--- config.mk ---
export PLATFORM = sky130hd
export DESIGN_NAME = vram_arbiter
export DESIGN_NICKNAME = d
export VERILOG_FILES = /design/src/rtl/gpu_vram_pkg.sv /design/src/rtl/vram_write_fifo.sv /design/src/rtl/vram_arbiter.sv
export SDC_FILE = /design/constraint.sdc
export NUM_CORES = 1
export LEC_CHECK = 0
export CAP_MARGIN = 20
export CORE_MARGIN = 1.5
export CORE_UTILIZATION = 29
export DETAILED_ROUTE_END_ITERATION = 7
export SLEW_MARGIN = 20
export SYNTH_ARGS = -nofsm -noshare
export SYNTH_HDL_FRONTEND = slang
export SYNTH_SLANG_ARGS = --single-unit
--- constraint.sdc ---
create_clock -name clk -period 2.14 [get_ports clk]
set_input_delay 0.428 -clock clk [delete_from_list [all_inputs] [get_ports clk]]
set_output_delay 0.428 -clock clk [all_outputs]
set_load 0.02 [all_outputs]
--- src/rtl/gpu_vram_pkg.sv ---
// Shared constants and the owner encoding for the VRAM arbitration path.
package gpu_vram_pkg;

  localparam int VRAM_ADDR_W = 13;
  localparam int VRAM_DATA_W = 8;

  localparam logic [VRAM_ADDR_W-1:0] TILE_BASE  = 13'h0000;
  localparam logic [VRAM_ADDR_W-1:0] ATTR_BASE  = 13'h0800;
  localparam logic [VRAM_ADDR_W-1:0] COLOR_BASE = 13'h1000;

  localparam int STARVE_LIMIT = 64;

  typedef enum logic [1:0] {
    OWNER_NONE   = 2'd0,
    OWNER_GPU    = 2'd1,
    OWNER_CPU_RD = 2'd2
  } owner_e;

endpackage

--- src/rtl/vram_write_fifo.sv ---
// CPU write buffer: synchronous FIFO of {addr, data}, no bypass, power-of-two depth.
module vram_write_fifo #(
  parameter int WIDTH = 21,
  parameter int DEPTH = 4
) (
  input  logic                   clk,
  input  logic                   rst,
  input  logic                   push,
  input  logic [WIDTH-1:0]       push_data,
  input  logic                   pop,
  output logic [WIDTH-1:0]       head,
  output logic [$clog2(DEPTH):0] level,
  output logic                   full,
  output logic                   empty
);

  localparam int PTR_W = $clog2(DEPTH);
  localparam logic [PTR_W:0] LEVEL_FULL = (PTR_W + 1)'(DEPTH);

  logic [WIDTH-1:0] store [DEPTH];
  logic [PTR_W-1:0] wr_ptr;
  logic [PTR_W-1:0] rd_ptr;
  logic             push_ok;
  logic             pop_ok;

  assign full    = (level == LEVEL_FULL);
  assign empty   = (level == '0);
  assign push_ok = push && !full;
  assign pop_ok  = pop && !empty;
  assign head    = store[rd_ptr];

  always_ff @(posedge clk or negedge rst) begin
    if (!rst) begin
      wr_ptr <= '0;
      rd_ptr <= '0;
      level  <= '0;
    end else begin
      if (push_ok) wr_ptr <= wr_ptr + 1'b1;
      if (pop_ok)  rd_ptr <= rd_ptr + 1'b1;
      case ({push_ok, pop_ok})
        2'b10:   level <= level + 1'b1;
        2'b01:   level <= level - 1'b1;
        default: level <= level;
      endcase
    end
  end

  // Storage needs no reset: an entry is only read after it has been written.
  always_ff @(posedge clk) begin
    if (push_ok) store[wr_ptr] <= push_data;
  end

endmodule

--- src/rtl/vram_arbiter.sv ---
// Single-port VRAM arbiter: pixel fetch first, then buffered CPU writes, then CPU reads.
module vram_arbiter
  import gpu_vram_pkg::*;
#(
  parameter int ADDR_W     = VRAM_ADDR_W,
  parameter int DATA_W     = VRAM_DATA_W,
  parameter int FIFO_DEPTH = 4
) (
  input  logic                        clk,
  input  logic                        rst,
  input  logic                        gpu_rd_en,
  input  logic [ADDR_W-1:0]           gpu_rd_addr,
  output logic [DATA_W-1:0]           gpu_rd_data,
  output logic                        gpu_rd_valid,
  input  logic                        cpu_wr_valid,
  input  logic [ADDR_W-1:0]           cpu_wr_addr,
  input  logic [DATA_W-1:0]           cpu_wr_data,
  output logic                        cpu_wr_ready,
  input  logic                        cpu_rd_req,
  input  logic [ADDR_W-1:0]           cpu_rd_addr,
  output logic [DATA_W-1:0]           cpu_rd_data,
  output logic                        cpu_rd_done,
  output logic                        mem_en,
  output logic                        mem_we,
  output logic [ADDR_W-1:0]           mem_addr,
  output logic [DATA_W-1:0]           mem_wdata,
  input  logic [DATA_W-1:0]           mem_rdata,
  output logic [$clog2(FIFO_DEPTH):0] fifo_level,
  output logic                        wr_starved
);

  localparam int ENTRY_W = ADDR_W + DATA_W;
  localparam int CNT_W   = $clog2(STARVE_LIMIT);
  localparam logic [CNT_W-1:0] STARVE_LAST = CNT_W'(STARVE_LIMIT - 1);

  // owner pipeline | meaning
  // issue_owner    | grant currently driven on the memory port
  // owner          | grant whose read data is on mem_rdata this clk
  owner_e issue_owner;
  owner_e owner;
  owner_e grant_owner;

  logic               fifo_push;
  logic               fifo_pop;
  logic               fifo_full;
  logic               fifo_empty;
  logic [ENTRY_W-1:0] fifo_head;
  logic [ADDR_W-1:0]  head_addr;
  logic [DATA_W-1:0]  head_data;

  logic               grant_en;
  logic               grant_we;
  logic [ADDR_W-1:0]  grant_addr;
  logic [DATA_W-1:0]  grant_wdata;
  logic               cpu_rd_busy;
  logic [DATA_W-1:0]  cpu_rd_hold;
  logic [CNT_W-1:0]   starve_cnt;

  assign {head_addr, head_data} = fifo_head;
  assign cpu_wr_ready = !fifo_full;
  assign fifo_push    = cpu_wr_valid && cpu_wr_ready;
  assign cpu_rd_busy  = (issue_owner == OWNER_CPU_RD) || (owner == OWNER_CPU_RD);

  vram_write_fifo #(
    .WIDTH (ENTRY_W),
    .DEPTH (FIFO_DEPTH)
  ) u_write_fifo (
    .clk       (clk),
    .rst       (rst),
    .push      (fifo_push),
    .push_data ({cpu_wr_addr, cpu_wr_data}),
    .pop       (fifo_pop),
    .head      (fifo_head),
    .level     (fifo_level),
    .full      (fifo_full),
    .empty     (fifo_empty)
  );

  always_comb begin
    grant_owner = OWNER_NONE;
    grant_en    = 1'b0;
    grant_we    = 1'b0;
    grant_addr  = '0;
    grant_wdata = '0;
    fifo_pop    = 1'b0;
    if (gpu_rd_en) begin
      grant_owner = OWNER_GPU;
      grant_en    = 1'b1;
      grant_addr  = gpu_rd_addr;
    end else if (!fifo_empty) begin
      fifo_pop    = 1'b1;
      grant_en    = 1'b1;
      grant_we    = 1'b1;
      grant_addr  = head_addr;
      grant_wdata = head_data;
    end else if (cpu_rd_req && !cpu_rd_busy) begin
      grant_owner = OWNER_CPU_RD;
      grant_en    = 1'b1;
      grant_addr  = cpu_rd_addr;
    end
  end

  always_ff @(posedge clk or negedge rst) begin
    if (!rst) begin
      mem_en      <= 1'b0;
      mem_we      <= 1'b0;
      mem_addr    <= '0;
      mem_wdata   <= '0;
      issue_owner <= OWNER_NONE;
      owner       <= OWNER_NONE;
      cpu_rd_hold <= '0;
    end else begin
      mem_en      <= grant_en;
      mem_we      <= grant_we;
      mem_addr    <= grant_addr;
      mem_wdata   <= grant_wdata;
      issue_owner <= grant_owner;
      owner       <= issue_owner;
      if (owner == OWNER_CPU_RD) cpu_rd_hold <= mem_rdata;
    end
  end

  // Counts clks with a queued write but no pop; saturates once the flag is set.
  always_ff @(posedge clk or negedge rst) begin
    if (!rst) begin
      starve_cnt <= '0;
      wr_starved <= 1'b0;
    end else if (fifo_empty || fifo_pop) begin
      starve_cnt <= '0;
    end else begin
      if (starve_cnt != STARVE_LAST) starve_cnt <= starve_cnt + 1'b1;
      if (starve_cnt == STARVE_LAST) wr_starved <= 1'b1;
    end
  end

  assign gpu_rd_valid = (owner == OWNER_GPU);
  assign gpu_rd_data  = gpu_rd_valid ? mem_rdata : '0;
  assign cpu_rd_done  = (owner == OWNER_CPU_RD);
  assign cpu_rd_data  = cpu_rd_done ? mem_rdata : cpu_rd_hold;

endmodule

Word level (Yosys, flattened, before mapping) --
Memories as Yosys holds them, arrays and structs flattened. Index checks and enable logic that the tools add are counted.
Word-level totals: logic and storage cells 60, bits of input ports 60, bits in latches 0, memories kept 1, flip-flop bits (word level) 49, memory bits (writable) 84, output and inout bits 46, memory bits (read-only) 0
Memories:
- u_write_fifo.store | depth 4, bits a word 21, rd ports 1, clocked after memory_dff 0, wr ports 1, line vram_write_fifo.sv:20 | logic [WIDTH-1:0] store [DEPTH];
Cells by class: $mul 0, bitwise logic cells 1, reduce and logical (&&, ||, !) cells 13, div/mod/pow operators 0, $lt $le $gt $ge 0, equal/unequal tests 8, multiplexer cells 20, add/subtract/negate cells 5, shift-type cells 0
Operator list (number):
- $mux 13 | 3
- $mux 8 | 4
- $mux 6 | 2
- $mux 1 | 7
- $add 6x1->6 const B | 1
- $eq 2x2->1 const B | 3
- $eq 6x6->1 const B | 1
- $mux 2 | 3
- $ne 6x6->1 const B | 1
- $pmux 3 s2 | 1
- $add 2x1->2 const B | 2
- $eq 2x1->1 const B | 2
- $logic_and 1x1->1 | 4
- $reduce_bool 2->1 | 2
- $add 3x1->3 const B | 1
- $eq 3x3->1 const B | 1
- $logic_not 1->1 | 3
- $logic_not 3->1 | 1
- $sub 3x1->3 const B | 1
- $logic_or 1x1->1 | 2
- $reduce_and 2->1 | 1
- $not 1->1 | 1

Logic depth before layout (Yosys ltp) --
Gate-level depths: netlist (run 1).
word-level depth 7, gate-level depth with buffers 9, depth with buffers taken out 9

Cells and area by module --
A second synthesis (run 1) with hierarchy kept.
Unflattened totals: cell total of the unflattened synthesis 315, area, all modules 5385.2 um^2
By module, submodules not included:
- vram_write_fifo | cells an instance 147, area an instance 3493.4 um^2, sequential area each 2697.6 um^2, instances 1
- vram_arbiter | cells an instance 168, area an instance 1891.8 um^2, sequential area each 1051.0 um^2, instances 1

Worst setup path after synthesis (run 1) --
OpenSTA, ideal clock, no wires.
path type register to register, start register u_write_fifo.level[2], end register u_write_fifo.level[2], clock period less this slack 2.236 ns, library setup time 0.080 ns, stages on the path, launching flop included 10, slack -0.096 ns, data arrival time 2.156 ns, data required time 2.060 ns, path through dfrtp_1 or3b_4 and2_4 inv_1 ha_1 inv_1 fa_1 xor2_1 nor2_1 xor2_1
Between the ends: longest elaborated chain between the ends 6, elaborated cells on any way between the ends 15
RTL lines:
- start, declared | line vram_write_fifo.sv:12 | output logic [$clog2(DEPTH):0] level,
- start signal, assigned | line vram_write_fifo.sv:41 | 2'b10: level <= level + 1'b1;
- start signal, assigned | line vram_write_fifo.sv:42 | 2'b01: level <= level - 1'b1;
- start signal, assigned | line vram_write_fifo.sv:43 | default: level <= level;
- $eq 3x3->1 (*) | line vram_write_fifo.sv:26 | assign full = (level == LEVEL_FULL);
- $logic_not 1->1 (*) | line vram_arbiter.sv:60 | assign cpu_wr_ready = !fifo_full;
- via cpu_wr_ready | line vram_arbiter.sv:18 | output logic cpu_wr_ready,
- $logic_and 1x1->1 | line vram_arbiter.sv:61 | assign fifo_push = cpu_wr_valid && cpu_wr_ready;
- $logic_and 1x1->1 (*) | line vram_write_fifo.sv:28 | assign push_ok = push && !full;
- $eq 2x1->1 / $eq 2x2->1 (equally long branches) | line vram_write_fifo.sv:40 | case ({push_ok, pop_ok})
- $pmux 3 s2 / $reduce_bool 2->1 (equally long branches)
Mark *: on every way through the listed nets, which the timed path passes. The rest lies on a longest branch. A chain may end at the register's enable or synchronous reset.

Worst setup path after layout (run 1) --
start register owner[1], end output cpu_rd_data[6]
Between the ends: longest elaborated chain between the ends 2
RTL lines:
- start, declared | line vram_arbiter.sv:40 | owner_e owner;
- start signal, assigned | line vram_arbiter.sv:118 | owner <= issue_owner;
- $eq 2x2->1 | line vram_arbiter.sv:138 | assign cpu_rd_done = (owner == OWNER_CPU_RD);
- $mux 8
- end, declared | line vram_arbiter.sv:21 | output logic [DATA_W-1:0] cpu_rd_data,
Every way passes these cells.

==> results.cfg, run 1 <==
[cts]
cts_hold_buf = 0
cts_buffer_depth = 2
clkTransAtPathRegs_ns = 0.06
h-tree-depth = 4
insertion_delay_ns = 0.42
root_buffer = clkbuf_16
cts_tree = yes
cts_buffers = 17
cts.sinks = 133

[timing]
setup_viol_count_final = 0
slew_violations = 0
rsz0062_at_grt = no
period_minus_slack_ns = 2.08
fmax_mhz = 481
fin_crit_sh = 0.972
tns_ns = 0
worst_clock_skew_ns = 0.00705
relSlewSlack = 0.594
hold_ws_ns = 0.0193
tightest_slew_ns = 0.610
hold_violations = 0

[layout]
multi_input_area_mm2 = 0.00138
diodes = 0
layout.cells.non_filler = 677
area_growth_pct = 41.8
fillCellCount = 1572
num-nets-final = 506
layout.area.seq_mm2 = 0.00375
drive_above_1_share = 0.212

[detailed_routing]
vias = 3170
final_antenna_net_count = 0
wl_um = 11900
via_per_inst = 4.68
first_pass_iters = 4
wl_per_cell_um = 17.5
drc = 0
drtIter0Drc = 121

[yosys]
synthFlopType = edfxtp_1
yosys.area.top_type = edfxtp_1
synthMuxAreaShare = 0.113
synth_edf_count = 84
yosys.area.top_type_share = 0.484
synthSimpleGateAreaFrac = 0.0895
synthTopCellsByArea = edfxtp_1 (48%), dfrtp_1 (24%), mux4_2 (9.1%), nand3_1 (3.0%), o211ai_1 (2.0%)
synth-adder-area-share = 0.0182
synth_seq_cells = 133
synth_compound_area_frac = 0.0298
synth-seq-area-share = 0.719
async_flop_share = 0.368
netlist-cell-type-count = 39
postSynthAreaPerCell_um2 = 16.8
synth_top_family_by_area = multiplexers
synthXorXnorAreaFrac = 0.0101
syn_area_mm2 = 0.00521
yosysWarnings = 0
syn_nets = 377
syn-instance-count = 310

[floorplan]
die-area_mm2 = 0.0188
start_util = 0.299
die_w_um = 137
rows = 48
core_area_mm2 = 0.0174
io_pins = 106
die_h_um = 137

[min_path]
worstHoldPathType = input port to asynchronous set/reset pin

[power_and_ir_drop]
p_sw_frac = 0.284
p_seq_frac = 0.365
peakVddDrop_mv = 0.819
combPwrFrac = 0.309
p_int_uw = 7130
power.density_mw_per_mm2 = 1350
p_leak_uw = 0.00279
switchingPower_uw = 2830
clkPwrFrac = 0.325
finalPower_uw = 9950

[place]
dpl.hpwl_um = 7680
placed_cells = 645
numPortBuffers = 105
gp_congestion = 0.669

[setup_path]
worst-path-buf-inv = 1
startpoint_type = register
worstPathCellList = nand2b_4, mux2_2, dlygate4sd2_1
reg2reg_depth = 9
worstPathRequired_ns = 1.71
crit_cells = 3
crit_type = register to output port
reg2reg_to = u_write_fifo.level[2]
crit_path_max_incr_delay_ns = 0.40
worstPathMaxFanout = 10
cpLargestDelayFamily = flip-flops
timing.rr.start = u_write_fifo.level[0]
slowest_stage = dfrtp_1
worstPathArrival_ns = 1.65
r2r_slack_ns = 0.09
endpoint_kind = output port

[global_routing]
grtUsageTotal = 0.136
antenna_found_initial = 0
grt_max_degree = 37
grt_overflow_total = 0
grt_pass1_wl_um = 18000
grt_pass1_vias = 3237

[outcome]
status = complete, no violations

[run]
cap_violations = 0
==> state kept, by name, summed over array words and instances (netlist names) <==
name	flops
starve_cnt	6
mem_en	1
wr_starved	1
u_write_fifo.wr_ptr	2
u_write_fifo.rd_ptr	2
u_write_fifo.store	84
mem_wdata	8
owner	2
mem_we	1
issue_owner	2
u_write_fifo.level	3
mem_addr	13
cpu_rd_hold	8
==> metal layers <==
| layer | vias to the layer above | GRT usage | share of wire |
|---|---|---|---|
| li1 | 1447 | - | - |
| met1 | 1591 | 0.171 | 0.43 |
| met2 | 115 | 0.216 | 0.49 |
| met3 | 17 | 0.0441 | 0.059 |
| met4 | 0 | 0.0567 | 0.018 |
| met5 | - | 0 | 0 |
==> cell usage after synthesis, types with 2 or more instances <==
cell type  instances
and2_1             8
nand2_1           15
mux2_2             8
buf_4              2
nor2_1             3
nand3_1           31
a31oi_1            2
nor3_1             5
buf_1              2
nand2b_1           2
and3_1            13
xnor2_1            3
buf_2              4
ha_1               6
xor2_1             3
inv_1              7
mux4_2            21
clkbuf_1           9
dfrtp_1           49
o211ai_1          14
a21oi_1            2
edfxtp_1          84
==> area by class of cell <==
type                       instances  area share
sequential                       133       0.508
multi-input combinational        152       0.187
timing repair buffer             127       0.174
clock buffer                      18      0.0580
tap                              225      0.0381
clock inverter                    14      0.0316
inverter                           8     0.00406
==> stage by stage <==
stage / worst slack (ns) / cell area (µm²) / utilization
CTS: -0.00101 / 7380 / 0.424
detailed placement: -0.0985 / 6740 / 0.387
global route: 0.000545 / 7390 / 0.424
finish: 0.0600 / 7390 / 0.424
floorplan: 0.00529 / 5230 / -
global placement: -0.0250 / 6740 / 0.387
==> placed cells by master, fill, tap and decap left out, drive strengths merged, types with 3 or more instances in the layout <==
| master | count |
|---|---|
| nor2 | 3 |
| nor3 | 6 |
| buf | 23 |
| clkinvlp | 4 |
| bufinv | 6 |
| xnor2 | 3 |
| and2 | 9 |
| nand2 | 15 |
| dlygate4sd2 | 13 |
| clkinv | 5 |
| xor2 | 3 |
| clkbuf | 18 |
| mux2 | 9 |
| mux4 | 21 |
| clkdlybuf4s15 | 5 |
| clkdlybuf4s50 | 85 |
| ha | 6 |
| o211ai | 14 |
| nand3 | 31 |
| edfxtp | 84 |
| dfrtp | 49 |
| and3 | 13 |
| inv | 7 |
==> how the worst max path moves through the flow <==
stage,startpoint,to,slack [ns]
2_1_floorplan,u_write_fifo.level[0],u_write_fifo.level[2],0.005
3_3_place_gp,gpu_rd_en,u_write_fifo.level[2],-0.02
3_5_place_dp,gpu_rd_en,u_write_fifo.level[2],-0.1
4_1_cts,owner[1],gpu_rd_valid,-0.001
5_1_grt,owner[1],cpu_rd_data[2],0.0005
6_report,owner[1],cpu_rd_data[6],0.06
==> cells by family after synthesis <==
family | Yosys count
simple gates | 86
flops | 133
mux | 31
compound gates | 22
buf+inv | 25
xor+xnor | 6
fa+ha+maj | 7
==> power groups by stage <==
stage	registers [µW]	logic (µW)	clock network, µW
after floorplan	3890	1570	0
after global placement	3670	3180	0
after detailed placement	3690	3210	0
after CTS	3650	3150	3300
after global routing	3690	3340	3410
final	3630	3080	3240
==> what timing repair did <==
item | in CTS | in global routing
resized for setup | 20 | 6
gates cloned | 0 | 0
setup endpoints to repair | 18 | 6
buffers inserted | 0 | 0
Note: power is estimated with default switching activity, not from simulation.
==> run 2, diff against run 1 <==
- ABC_CLOCK_PERIOD_IN_PS: unset -> 2140
- SLEW_MARGIN: 20 -> unset
==> results of run 2 <==
No change in the layout: final DEF, timing and power equal those of run 1.
==> run 3, diff against run 2 <==
- SLEW_MARGIN: unset -> 15
==> results of run 3 <==
No change in the layout: final DEF, timing and power equal those of run 1.
==> patch, RTL diff (flow settings as in run 1) <==
Register the output `fifo_level`, without a reset; this adds one clock of latency there. The other outputs are not delayed to match.
--- a/src/rtl/vram_arbiter.sv
+++ b/src/rtl/vram_arbiter.sv
@@ -34,2 +34,4 @@
   localparam logic [CNT_W-1:0] STARVE_LAST = CNT_W'(STARVE_LIMIT - 1);
+
+  logic [$clog2(FIFO_DEPTH):0] fifo_level_d;
 
@@ -73,3 +75,3 @@
     .head      (fifo_head),
-    .level     (fifo_level),
+    .level     (fifo_level_d),
     .full      (fifo_full),
@@ -140,2 +142,6 @@
 
+  always_ff @(posedge clk) begin
+    fifo_level <= fifo_level_d;
+  end
+
 endmodule
Formal check against the unedited RTL: not equivalent (a bounded check fails within 4 cycles, from zero or initial values and one cycle with rst low).
==> patch against run 1 <==
- clock power decreased by 17%
- sequential power grew 2%
- synthesized area is 1.2% higher
- power shrank 4.7%
- critical path type unchanged
- sequential cell count is 3 higher
- fmax grew 0.69%
- global-route usage rose by 0.19 points
- wire length rose by 3.8%
- cell area is 0.74% lower
- worst setup slack gained 0.014 ns
- combinational power hardly changed
==> patch: results (changes against run 1) <==
Run status
  • Status: finished clean (unchanged)

Routing
  • Initial DRC Count: 255 (was 121)
  • Drt total wl: 12320 um (was 11870 um)
  • Vias per cell: 4.637 (was 4.682)
  • Initial DRT Pass Iterations: 4 (unchanged)

Clock tree
  • Worst skew pair latency: 0.42 ns (about the same)
  • Clock buffer depth: 2 (unchanged)
  • Setup bufs post-CTS: 0 (unchanged)
  • Htree depth: 4 (unchanged)

Worst setup path
  • Worst-path maximum fanout: 5 (was 10)
  • Worst r2r src: u_write_fifo.level[1] (was u_write_fifo.level[0])
  • Worst R2R Path Depth: 9 (unchanged)
  • Slowest-stage cell, CP: dfrtp_2 (was dfrtp_1)
  • Setup slack, reg-to-reg: 0.08 ns
  • Critical Path Max Stage Delay: 0.44 ns (was 0.40 ns)
  • Critical R2R Capture: u_write_fifo.level[2] (unchanged)
  • Worst setup endpoint: cpu_rd_data[5] (was cpu_rd_data[6])

Finish
  • Final net count: 513 (was 506)
  • Largest regs: u_write_fifo.store (84), mem_addr (13) (unchanged)
  • Diode count: 0 (unchanged)
  • Layout cell share with drive strength beyond 1: 20.26% (was 21.24%)
  • Fillers: 1655 (was 1572)

Synthesis
  • Yosys cell types: 40 (was 39)
  • Top FF cell, synth: edfxtp_1 (unchanged)
  • Synth async-reset ratio: 36.03% (was 36.84%)
  • Post-synthesis sequential area ratio: 72.24% (was 71.92%)
  • Syn nets: 380 (was 377)
  • Top cells by area, synth: edfxtp_1 48%, dfrtp_1 23%, mux4_2 9.0% (was edfxtp_1 48%, dfrtp_1 24%, mux4_2 9.1%)

Place
  • Placement Setup Slack: -0.02682 ns (was -0.09853 ns)
  • Post-DP HPWL: 8206 um (was 7683 um)
  • Port Buffers: 105 (unchanged)
  • Placed Area: 6760 sq um (was 6736 sq um)
  • Final Wtd Congestion: 0.7151 (was 0.6687)

Timing
  • Post-layout min period: 2.066 ns (was 2.080 ns)
  • Worst Max-Slew Pin Slew: 0.4648 ns (was 0.6097 ns)
  • Final Skew: 0.01013 ns (was 0.007048 ns)

GRT
  • GRT Util Overall: 13.80% (was 13.60%)
  • Vias in the first global route: 3408 (was 3237)
  • First-pass GRT wire length: 18810 um (was 18020 um)

Pwr
  • Peak VDD IR: 608.9 uV (was 819.3 uV)
  • Lkg Pwr: 0.002774 uW (was 0.002788 uW)

Min path
  • Hold crit path type: flop to flop (was primary input to async pin)
==> patch: changes by cell type in the layout (fill, tap and decap cells not counted), moves of 2 or more <==
cell / change
bufinv_16: -5
clkdlybuf4s15_1: +2
buf_12: -3
dlygate4sd2_1: -2
inv_6: +3
dfxtp_1: +3
dfrtp_1: +2
inv_1: +2
dfrtp_2: -2
buf_4: +5
inv_2: -2
==> patch: timing repair <==
item,4_1_cts,5_1_grt
gates cloned,0,1
pin swaps,0,2
endpoints found under the setup margin,18,11
hold endpoints to repair,17,0
hold buffers,1,0
resized for setup,20,11
==> patch: logic make-up (layout without fill, tap and decap cells) <==
| logic type | Yosys count | after routing | synth area share [%] |
|---|---|---|---|
| mux | 31 | 31 | 11.15 |
| buf+inv | 25 | 170 | 2.017 |
| xor+xnor | 6 | 6 | 0.9969 |
| compound gates | 22 | 22 | 2.943 |
| fa+ha+maj | 7 | 7 | 1.803 |
| flops | 136 | 136 | 72.24 |
| simple gates | 86 | 87 | 8.852 |
==> patch: power breakdown <==
group | switching (uW) | internal (uW) | total, uW
Sequential | 208 | 3510 | 3720
Clock | 1100 | 1600 | 2700
Combinational | 1570 | 1500 | 3070
Total | 2880 | 6600 | 9490
==> patch: worst max-delay path, delay by kind of cell, from the launching register on <==
family | cells | cell delay, ns
muxes | 1 | 0.35
buffers and inverters | 1 | 0.32
and+or+nand+nor | 1 | 0.12
DFF | 1 | 0.44
==> patch: area by class of cell <==
type / count / area, sq um / share of cell area, %
flip-flops and latches: 136 / 3811 / 51.94
multi-input cells: 153 / 1381 / 18.82
repair buffers: 130 / 1275 / 17.37
clock buffers: 18 / 429.2 / 5.848
well taps: 229 / 286.5 / 3.905
clock inverters: 14 / 125.1 / 1.705
inverters: 8 / 30.03 / 0.4092
==> patch: worst min path at each step <==
| stage | startpoint | end | slack, ns | cells after the start |
|---|---|---|---|---|
| finish | issue_owner[0] | owner[0] | 0.37 | 0 |
| global route | issue_owner[0] | owner[0] | 0.39 | 0 |
| CTS | issue_owner[0] | owner[0] | 0.37 | 0 |
| detailed placement | issue_owner[0] | owner[0] | 0.36 | 0 |
| global placement | issue_owner[0] | owner[0] | 0.35 | 0 |
| floorplan | rst | cpu_rd_hold[0] | 0.13 | 0 |
==> patch: layer usage <==
| layer | track usage [%] | part of all wire [%] | vias to the layer above |
|---|---|---|---|
| met4 | 5.035 | 1.5 | 0 |
| li1 | - | - | 1464 |
| met3 | 4.930 | 6.2 | 15 |
| met5 | 0 | 0 | - |
| met1 | 16.32 | 41 | 1606 |
| met2 | 23.14 | 51 | 105 |
==> patch: stage by stage <==
stage                     power (uW)  util, %  cells
final                           9486    40.99    688
after detailed placement        6954    37.76    654
after floorplan                 5529        -    313
after global placement          6883    37.76    654
after CTS                       9610    40.83    687
after global routing            9995    40.99    688
